### src/rtl/day10_input_writer.sv
// Streams one day-10 machine record (light count, target, button count, button vectors)
// as W-bit AXI-stream beats; the record is captured on start and done pulses after the last beat.
module day10_input_writer #(
    parameter int MAX_NUM_LIGHTS    = 10,
    parameter int MAX_NUM_BUTTONS   = 13,
    parameter int MAX_NUM_LIGHTS_W  = (MAX_NUM_LIGHTS <= 1) ? 1 : $clog2(MAX_NUM_LIGHTS + 1),
    parameter int MAX_NUM_BUTTONS_W = (MAX_NUM_BUTTONS <= 1) ? 1 : $clog2(MAX_NUM_BUTTONS + 1),
    parameter int AXI_DATA_WIDTH    = 8
) (
    input  logic                                      clk,
    input  logic                                      rst,
    input  logic                                      start,
    input  logic                                      last_record,
    input  logic [MAX_NUM_LIGHTS_W-1:0]               num_lights,
    input  logic [MAX_NUM_LIGHTS-1:0]                 target_lights,
    input  logic [MAX_NUM_BUTTONS_W-1:0]              num_buttons,
    input  logic [MAX_NUM_BUTTONS*MAX_NUM_LIGHTS-1:0] buttons,
    output logic                                      busy,
    output logic                                      done,
    output logic                                      data_out_tvalid,
    input  logic                                      data_out_tready,
    output logic [AXI_DATA_WIDTH-1:0]                 data_out_tdata,
    output logic                                      data_out_tlast
);

    localparam int W      = AXI_DATA_WIDTH;
    localparam int VMAX   = (MAX_NUM_LIGHTS + W - 1) / W;
    localparam int BEAT_W = $clog2(VMAX + 1);
    localparam int PAD_W  = VMAX * W;

    typedef enum logic [2:0] {
        IDLE,
        SEND_LIGHTS_COUNT,
        SEND_TARGET,
        SEND_BUTTON_COUNT,
        SEND_BUTTON,
        DONE
    } state_t;

    state_t                                    state;
    logic [MAX_NUM_BUTTONS_W-1:0]              buttons_cnt;
    logic [BEAT_W-1:0]                         vec_beats;
    logic [PAD_W-1:0]                          target_vec;
    logic [MAX_NUM_BUTTONS-1:0][PAD_W-1:0]     button_vecs;
    logic                                      last_flag;
    logic [BEAT_W-1:0]                         beat_cnt;
    logic [MAX_NUM_BUTTONS_W-1:0]              button_idx;

    logic [MAX_NUM_LIGHTS_W-1:0]               l_clamp;
    logic [MAX_NUM_BUTTONS_W-1:0]              b_clamp;
    logic [PAD_W-1:0]                          light_mask;
    logic [BEAT_W-1:0]                         v_in;
    logic [PAD_W-1:0]                          target_in;
    logic [MAX_NUM_BUTTONS-1:0][PAD_W-1:0]     button_in;

    state_t                                    state_n;
    logic [BEAT_W-1:0]                         beat_n;
    logic [MAX_NUM_BUTTONS_W-1:0]              idx_n;
    logic [PAD_W-1:0]                          target_shift;
    logic [PAD_W-1:0]                          button_sel;
    logic [PAD_W-1:0]                          button_shift;
    logic [W-1:0]                              next_data;
    logic                                      next_last;
    logic                                      count_is_final;
    logic                                      last_beat;
    logic                                      last_button;

    // Clamp the incoming counts and zero every vector bit at or above the light count.
    always_comb begin
        l_clamp = (num_lights > MAX_NUM_LIGHTS_W'(MAX_NUM_LIGHTS))
                  ? MAX_NUM_LIGHTS_W'(MAX_NUM_LIGHTS) : num_lights;
        b_clamp = (num_buttons > MAX_NUM_BUTTONS_W'(MAX_NUM_BUTTONS))
                  ? MAX_NUM_BUTTONS_W'(MAX_NUM_BUTTONS) : num_buttons;
        light_mask = '0;
        for (int i = 0; i < PAD_W; i++) begin
            light_mask[i] = (i < int'(l_clamp));
        end
        v_in      = BEAT_W'((int'(l_clamp) + W - 1) / W);
        target_in = PAD_W'(target_lights) & light_mask;
        for (int b = 0; b < MAX_NUM_BUTTONS; b++) begin
            button_in[b] = PAD_W'(buttons[b*MAX_NUM_LIGHTS +: MAX_NUM_LIGHTS]) & light_mask;
        end
    end

    // Work out the position and contents of the beat that follows the current handshake.
    always_comb begin
        state_n        = state;
        beat_n         = beat_cnt;
        idx_n          = button_idx;
        count_is_final = (buttons_cnt == MAX_NUM_BUTTONS_W'(0)) || (vec_beats == BEAT_W'(0));
        last_beat      = (beat_cnt == vec_beats - BEAT_W'(1));
        last_button    = (button_idx == buttons_cnt - MAX_NUM_BUTTONS_W'(1));
        case (state)
            SEND_LIGHTS_COUNT: begin
                state_n = (vec_beats == BEAT_W'(0)) ? SEND_BUTTON_COUNT : SEND_TARGET;
                beat_n  = BEAT_W'(0);
            end
            SEND_TARGET: begin
                if (last_beat) begin
                    state_n = SEND_BUTTON_COUNT;
                    beat_n  = BEAT_W'(0);
                end else begin
                    beat_n  = beat_cnt + BEAT_W'(1);
                end
            end
            SEND_BUTTON_COUNT: begin
                state_n = count_is_final ? DONE : SEND_BUTTON;
                beat_n  = BEAT_W'(0);
                idx_n   = MAX_NUM_BUTTONS_W'(0);
            end
            SEND_BUTTON: begin
                if (last_beat && last_button) begin
                    state_n = DONE;
                end else if (last_beat) begin
                    beat_n  = BEAT_W'(0);
                    idx_n   = button_idx + MAX_NUM_BUTTONS_W'(1);
                end else begin
                    beat_n  = beat_cnt + BEAT_W'(1);
                end
            end
            default: begin
                state_n = IDLE;
            end
        endcase

        target_shift = target_vec >> (int'(beat_n) * W);
        button_sel   = '0;
        for (int b = 0; b < MAX_NUM_BUTTONS; b++) begin
            button_sel = (idx_n == MAX_NUM_BUTTONS_W'(b)) ? button_vecs[b] : button_sel;
        end
        button_shift = button_sel >> (int'(beat_n) * W);

        case (state_n)
            SEND_TARGET:       next_data = target_shift[W-1:0];
            SEND_BUTTON_COUNT: next_data = W'(buttons_cnt);
            SEND_BUTTON:       next_data = button_shift[W-1:0];
            default:           next_data = '0;
        endcase

        // The button-count beat ends the record only when no button beats follow it.
        if (state_n == SEND_BUTTON_COUNT) begin
            next_last = last_flag && count_is_final;
        end else if (state_n == SEND_BUTTON) begin
            next_last = last_flag && (idx_n == buttons_cnt - MAX_NUM_BUTTONS_W'(1))
                        && (beat_n == vec_beats - BEAT_W'(1));
        end else begin
            next_last = 1'b0;
        end
    end

    // Record capture, beat sequencing and registered stream/status outputs.
    always_ff @(posedge clk or posedge rst) begin
        if (rst) begin
            state           <= IDLE;
            buttons_cnt     <= '0;
            vec_beats       <= '0;
            target_vec      <= '0;
            button_vecs     <= '0;
            last_flag       <= 1'b0;
            beat_cnt        <= '0;
            button_idx      <= '0;
            busy            <= 1'b0;
            done            <= 1'b0;
            data_out_tvalid <= 1'b0;
            data_out_tdata  <= '0;
            data_out_tlast  <= 1'b0;
        end else begin
            case (state)
                IDLE: begin
                    if (start) begin
                        state           <= SEND_LIGHTS_COUNT;
                        buttons_cnt     <= b_clamp;
                        vec_beats       <= v_in;
                        target_vec      <= target_in;
                        button_vecs     <= button_in;
                        last_flag       <= last_record;
                        beat_cnt        <= '0;
                        button_idx      <= '0;
                        busy            <= 1'b1;
                        data_out_tvalid <= 1'b1;
                        data_out_tdata  <= W'(l_clamp);
                        data_out_tlast  <= 1'b0;
                    end
                end
                SEND_LIGHTS_COUNT, SEND_TARGET, SEND_BUTTON_COUNT, SEND_BUTTON: begin
                    if (data_out_tvalid && data_out_tready) begin
                        state           <= state_n;
                        beat_cnt        <= beat_n;
                        button_idx      <= idx_n;
                        data_out_tdata  <= next_data;
                        data_out_tlast  <= next_last;
                        data_out_tvalid <= (state_n != DONE);
                        done            <= (state_n == DONE);
                    end
                end
                DONE: begin
                    state <= IDLE;
                    done  <= 1'b0;
                    busy  <= 1'b0;
                end
                default: begin
                    state           <= IDLE;
                    busy            <= 1'b0;
                    done            <= 1'b0;
                    data_out_tvalid <= 1'b0;
                    data_out_tlast  <= 1'b0;
                end
            endcase
        end
    end

endmodule

### config.mk
export PLATFORM = sky130hd
export DESIGN_NAME = day10_input_writer
export DESIGN_NICKNAME = d
export VERILOG_FILES = /design/src/rtl/day10_input_writer.sv
export SDC_FILE = /design/constraint.sdc
export NUM_CORES = 1
export LEC_CHECK = 0
export ABC_AREA = 0
export BUFFER_PORTS_ARGS = -buffer_cell sky130_fd_sc_hd__buf_2
export CORE_UTILIZATION = 60
export DETAILED_ROUTE_END_ITERATION = 10
export GPL_TIMING_DRIVEN = 0
export PLACE_DENSITY = 0.85
export SETUP_SLACK_MARGIN = 0.05
export SLEW_MARGIN = 0
export SYNTH_ARGS = -nofsm -noshare
export SYNTH_HDL_FRONTEND = slang
export SYNTH_SLANG_ARGS = --single-unit
### constraint.sdc
create_clock -name clk -period 14.8 [get_ports clk]
set_input_delay 1.48 -clock clk [delete_from_list [all_inputs] [get_ports clk]]
set_output_delay 1.48 -clock clk [all_outputs]
set_load 0.02 [all_outputs]
==> results of run 1 <==
-- cell usage in the layout (no fill, tap or decap), types with 7 or more instances in the layout --
| cell | n |
|---|---|
| buf_2 | 178 |
| o21ai_0 | 86 |
| nor2_1 | 43 |
| nand2_1 | 206 |
| xor2_1 | 8 |
| clkbuf_16 | 17 |
| a22o_1 | 93 |
| a31oi_1 | 11 |
| xnor2_1 | 12 |
| clkbuf_1 | 48 |
| nand3_1 | 40 |
| a21oi_1 | 26 |
| dfrtp_1 | 168 |
| inv_1 | 10 |
| mux2i_1 | 11 |
| o211ai_1 | 7 |
| mux2_2 | 8 |
| nor3_1 | 15 |
-- worst min-delay path by stage --
stage,start,endpoint,slack [ns]
2_1_floorplan,button_vecs[167],button_vecs[167],0.44
3_3_place_gp,data_out_tdata[4],data_out_tdata[4],0.45
3_5_place_dp,data_out_tdata[4],data_out_tdata[4],0.46
4_1_cts,data_out_tdata[4],data_out_tdata[4],0.47
5_1_grt,button_vecs[103],button_vecs[103],0.50
6_report,data_out_tdata[4],data_out_tdata[4],0.46
-- metrics by stage --
stage | setup slack [ns] | std cells | cell area, um2 | utilization | total power [uW]
final | 10.69 | 1311 | 10350 | 0.7371 | 930.3
after global routing | 10.43 | 1311 | 10350 | 0.7371 | 952.2
after CTS | 10.82 | 1311 | 10350 | 0.7371 | 927.7
after detailed placement | 10.91 | 1279 | 9794 | 0.6975 | 509.6
after global placement | 7.034 | 1278 | 9759 | 0.6950 | 508.6
after floorplan | 8.773 | 936 | 8723 | - | 481.2
-- routing by layer --
layer  wire length (um)  global-route usage  share of wire  up-vias
met4               1427              0.1845          0.051        0
met3               3134              0.1083           0.11      124
met2              12610              0.6022           0.45      565
li1                   -                   -              -     3749
met1              11050              0.5209           0.39     4085
met5                  0                   0              0        -
-- cell usage after synthesis (3+ instances only) --
master / instances / area [um2]
a22o_1: 93 / 814.5
xor2_1: 8 / 70.07
mux2i_1: 11 / 110.1
o21ai_1: 5 / 25.02
or3_1: 3 / 18.77
a21o_1: 3 / 22.52
o2111ai_1: 3 / 26.28
buf_6: 3 / 33.78
o211ai_1: 7 / 52.55
buf_4: 6 / 45.04
ha_1: 4 / 50.05
a22oi_1: 5 / 37.54
buf_2: 16 / 80.08
a211oi_1: 5 / 37.54
o21a_1: 5 / 37.54
and3_1: 3 / 18.77
a32oi_1: 4 / 35.03
dfrtp_1: 168 / 4204
o22ai_1: 6 / 37.54
a311oi_1: 3 / 26.28
a31oi_1: 11 / 68.82
a32o_1: 3 / 30.03
mux2_2: 8 / 90.09
o221ai_1: 3 / 26.28
nor3b_1: 5 / 37.54
clkbuf_1: 46 / 172.7
inv_1: 11 / 41.29
a221oi_1: 6 / 52.55
nor2_1: 43 / 161.4
nand2_1: 206 / 773.2
nand3_1: 40 / 200.2
a21oi_1: 26 / 130.1
xnor2_1: 12 / 105.1
nor3_1: 15 / 75.07
o21ai_0: 86 / 430.4
-- kinds of logic (layout without fill, tap and decap cells) --
| group | Yosys count | after routing | share of synthesized area |
|---|---|---|---|
| compound gates | 304 | 304 | 0.2509 |
| xor+xnor | 24 | 24 | 0.02826 |
| fa+ha+maj | 4 | 4 | 0.005737 |
| buf+inv | 83 | 278 | 0.04317 |
| flops | 168 | 168 | 0.4819 |
| mux | 20 | 20 | 0.02467 |
| simple gates | 333 | 333 | 0.1654 |
-- state kept, by name, indices dropped and copies added, names as in the netlist --
| signal | flops |
|---|---|
| vec_beats | 2 |
| data_out_tdata | 8 |
| button_idx | 4 |
| data_out_tlast | 1 |
| beat_cnt | 2 |
| button_vecs | 130 |
| busy | 1 |
| last_flag | 1 |
| target_vec | 10 |
| data_out_tvalid | 1 |
| done | 1 |
| state | 3 |
| buttons_cnt | 4 |
-- final cells by class --
type | count | area (um2) | area share
repair buffers | 163 | 838.3 | 0.08100
clock inverters | 13 | 122.6 | 0.01185
multi-input cells | 685 | 4143 | 0.4003
plain buffers | 72 | 335.3 | 0.03240
flip-flops and latches | 168 | 4204 | 0.4062
inverters | 11 | 48.80 | 0.004715
well taps | 180 | 225.2 | 0.02176
clock buffers | 19 | 432.9 | 0.04183
-- power by group --
part	total, uW	internal, uW	switching [uW]
clock	429	233	196
sequential	459	459	0
combinational	42.2	17.3	24.9
total	930	709	221
-- tightest hold or removal path, stage by stage (launching register included) --
cell and delay, ns:
dfrtp_1 0.34, nand2_1 0.05, nand2_1 0.05
==> qor.yml, run 1 <==
drc: 0
overflow: 0
cts-resized-gates: 0
first_pass_iters: 5
cts_setup_buffers: 0
leakagePower_uw: 0.004853
grt_setup_unrepaired: "false"
worstPathRequired_ns: 15.12
cp.depth: 13
io_buffers: 162
start_kind: "register"
power_density_nw_per_um2: 89.89
insertedDiodeCount: 0
slowest_delay_ns: 0.66
cts_buffers: 17
nNetsFinal: 1275
whs_path_depth: 2
final_layout_size_suffix_gt1_frac: 0.2175
path_max_fanout: 7
cp_top_family: "compound AO/OA/AOI/OAI gates"
grt_pass1_vias: 8228
synth_edf_count: 0
dieArea_um2: 15020
hpwl_um: 20280
path_cells: "inv_1 > ha_1 > buf_2 > xor2_1 > o211ai_1 > a221o_1 > a211oi_2 > a211oi_2 > a31oi_1 > o21ai_1 > a222oi_1 > o21a_1 > o21ai_1"
area_delta_synth_final_pct: 18.65
synth_cells: 936
synth.distinct_cells: 74
maxCapViolations: 0
skew_ns: 0.008145
hold_class: "reg -> reg"
die_x_um: 122.6
achievable-frequency_mhz: 243.1
track_usage: 0.3939
worstPathArrival_ns: 4.43
period_share: 0.2779
status: "complete, no violations"
timing.hold.ws_ns: 0.4644
core_area_um2: 14040
worst_pin_slew_ns: 1.299
wl_per_cell_um: 21.53
clockBufferDepth: 2
critPathKind: "reg -> reg"
syn_avg_cell_area_um2: 9.320
ys_seq_elements: 168
drtIter0Drc: 1015
ys.flop_type: "dfrtp_1"
slew_violations: 0
slew_headroom: 0.1090
r2r_cells: 13
synth-seq-area-share: 0.4819
post_drt_via_cell_ratio: 6.501
fillers: 1068
ios: 165
endpoint: "data_out_tdata[1]"
rows: 43
clk_pin_slew_ns: 0.07
grt_pass1_wl_um: 43910
cp_num_buf_inv: 2
syn_area_um2: 8723
vias: 8523
synth_fp_nets: 1093
grt_max_degree: 99
htreeDepth: 4
wl_um: 28230
clock_sinks: 168
clk_latency_ns: 0.44
die_h_um: 122.6
ir_drop_uv: 84.00
ant_nets: 0
fin_tns_setup_ns: 0
ys_async_sr_fraction: 1.000
worst_setup_path_end_kind: "register"
place_congestion: 0.9758
yosysWarnings: 0
min_period_ns: 4.113
initial_core_util: 0.6212
setup_viol: 0
startpoint: "vec_beats[0]"
cts_hold_buf: 0
r2r_end: "data_out_tdata[1]"
cts-root-buf: "clkbuf_16"
finalHoldViolations: 0
slowest_stage: "a211oi_2"
r2r_start: "vec_beats[0]"
cts_tree: "built"
ff2ff_setup_slack_ns: 10.69
antenna_found_initial: 0
Power figures use the tool's default switching activity.
==> run 2: changes to the inputs <==
--- a/config.mk
+++ b/config.mk
@@ -7,10 +7,10 @@
 export LEC_CHECK = 0
 export ABC_AREA = 0
 export BUFFER_PORTS_ARGS = -buffer_cell sky130_fd_sc_hd__buf_2
-export CORE_UTILIZATION = 60
+export CORE_UTILIZATION = 51
 export DETAILED_ROUTE_END_ITERATION = 10
 export GPL_TIMING_DRIVEN = 0
-export PLACE_DENSITY = 0.85
+export PLACE_DENSITY = 0.77
 export SETUP_SLACK_MARGIN = 0.05
 export SLEW_MARGIN = 0
 export SYNTH_ARGS = -nofsm -noshare
==> constraint.sdc (replaced) <==
create_clock -name clk -period 3.45 [get_ports clk]
set_input_delay 0.345 -clock clk [delete_from_list [all_inputs] [get_ports clk]]
set_output_delay 0.345 -clock clk [all_outputs]
set_load 0.02 [all_outputs]
==> run 2 against run 1 <==
Compared with the run above: the run now ends with setup timing left; critical path type unchanged; cell count rose by 4.7%; highest routed layer unchanged; die area grew 17%; total power rose to 4.4 times the previous value; via count is 1.8% higher; combinational power rose to 4.6 times the previous value; hold slack worse by 0.35 ns; maximum frequency up 18%; worst setup slack got worse by 11 ns; critical path depth rose by 2; non-clock buffer count grew 22; clock power grew to 4.5 times the previous value; sequential power increased to 4.3 times the previous value.
==> qor.yml, run 2 (synthesized netlist as in run 1, its figures left out) <==
achievable-frequency_mhz: 286.4
power_density_nw_per_um2: 378.0
ff2ff_setup_slack_ns: -0.04
path_max_fanout: 10
worstPathRequired_ns: 3.76
finalHoldViolations: 0
htreeDepth: 4
min_period_ns: 3.492
layout_commonest_cell: "nand2_1"
place_congestion: 0.9279
grt_max_degree: 41
slew_headroom: 0.4063
r2r_start: "vec_beats[0]"
ios: 165
hold_class: "in -> reg"
cts_tree: "built"
layout_common_cells: "205 x nand2_1, 170 x buf_2, 166 x dfrtp_1"
nNetsFinal: 1297
insertedDiodeCount: 0
grt_pass1_vias: 8467
worst_pin_slew_ns: 0.8846
grt_pass1_wl_um: 46510
place_area_um2: 9893
vias: 8673
start_kind: "register"
cp.depth: 15
grt_setup_unrepaired: "true"
area_delta_synth_final_pct: 24.77
die_x_um: 132.8
r2r_cells: 15
hpwl_um: 21540
status: "finished with violations"
path_cells: "inv_2 > ha_1 > buf_4 > xor2_4 > o211ai_1 > buf_4 > a2111oi_2 > mux2i_1 > mux2_4 > nor4_4 > buf_6 > buf_12 > a311oi_2 > a2111oi_2 > a21oi_1"
skew_ns: 0.009497
cp_top_family: "compound AO/OA/AOI/OAI gates"
overflow: 0
maxCapViolations: 0
placed_cells: 1322
drtIter0Drc: 1063
leakagePower_uw: 0.005036
cp_num_buf_inv: 5
setup_viol: 3
post_drt_via_cell_ratio: 6.317
die_h_um: 132.8
clk_pin_slew_ns: 0.07
met3_length_um: 3303
timing.hold.ws_ns: 0.1146
cts-root-buf: "clkbuf_16"
ant_nets: 0
clockBufferDepth: 2
multi_input_area_um2: 4329
top_register: "button_vecs"
critPathKind: "reg -> reg"
worst_setup_path_end_kind: "register"
route.met2.wl_um: 13760
fillers: 1382
largest_reg_flops: 130
startpoint: "vec_beats[0]"
slew_violations: 0
cts_buffers: 17
period_share: 1.012
first_pass_iters: 5
clk_latency_ns: 0.44
clock_sinks: 168
core_area_um2: 16640
final_layout_size_suffix_gt1_frac: 0.2524
fin_area_um2: 10880
wl_um: 30060
met1_length_um: 11830
wl_per_cell_um: 21.90
regArea_um2: 4207
final_cells: 1373
drc: 0
reg_top3: "button_vecs x130, target_vec x10, data_out_tdata x8"
r2r_end: "data_out_tdata[0]"
fin_ws_ns: -0.04207
slowest_stage: "dfrtp_1"
violations: "setup timing"
ir_drop_uv: 373.7
rows: 47
antenna_found_initial: 1
endpoint: "data_out_tdata[0]"
io_buffers: 162
initial_core_util: 0.5242
routed.top_layer: "met4"
post-route-util: 0.6540
slowest_delay_ns: 0.41
finalPower_uw: 4114
worstPathArrival_ns: 3.80
track_usage: 0.3470
dieArea_um2: 17630
-- run 2: cell count changes in the layout (fill, tap and decap cells not counted), moves of 3 or more --
cell,previous run,this run
buf_8,0,3
clkbuf_2,0,3
a211oi_4,0,3
buf_4,6,25
clkbuf_1,48,45
buf_2,178,170
buf_12,0,5
-- run 2: layout make-up --
class                      instances  area share
buffer                            72     0.03656
sequential                       168      0.3865
tap                              220     0.02529
timing repair buffer             185     0.09553
clock buffer                      20     0.04104
inverter                          11    0.004138
multi-input combinational        685      0.3977
clock inverter                    12     0.01322
-- run 2: repair_timing --
item | 4_1_cts | 5_1_grt
endpoints found under the hold margin | 25 | 0
resized for setup | 35 | 25
buffers inserted | 10 | 8
hold buffers | 1 | 0
pin swaps | 8 | 7
setup endpoints to repair | 9 | 31
-- run 2: power by group --
part | internal [uW] | total, uW | switching (uW)
clock network | 1100 | 1950 | 854
logic | 80.9 | 194 | 113
registers | 1970 | 1970 | 0
-- run 2: layer usage --
layer	track usage	vias to the layer above
met2	0.5410	595
met1	0.4673	4178
li1	-	3796
met4	0.1501	0
met5	0	-
met3	0.07586	104
-- run 2: how the worst min path moves through the flow --
stage / start / endpoint / cells after the start / slack [ns]
2_1_floorplan: button_vecs[167] / button_vecs[167] / 2 / 0.44
3_3_place_gp: data_out_tdata[4] / data_out_tdata[4] / 2 / 0.45
3_5_place_dp: rst / button_vecs[113] / 2 / 0.44
4_1_cts: buttons[13] / button_vecs[19] / 2 / 0.12
5_1_grt: buttons[106] / button_vecs[166] / 2 / 0.12
6_report: buttons[104] / button_vecs[164] / 2 / 0.11
-- run 2: worst reg2reg max path, stage by stage, from the launching register on --
cell and delay [ns]:
dfrtp_1 0.41, inv_2 0.08, ha_1 0.29, buf_4 0.17
xor2_4 0.20, o211ai_1 0.20, buf_4 0.21, a2111oi_2 0.24
mux2i_1 0.12, mux2_4 0.30, nor4_4 0.32, buf_6 0.20
buf_12 0.16, a311oi_2 0.05, a2111oi_2 0.28, a21oi_1 0.12
-- run 2: stage by stage --
step	setup slack [ns]	TNS, ns
6_report	-0.04207	-0.06976
5_1_grt	-0.1242	-0.3800
4_1_cts	0.04020	0
3_5_place_dp	-0.3709	-2.375
3_3_place_gp	-0.4325	-13.24
2_1_floorplan	0.4391	0
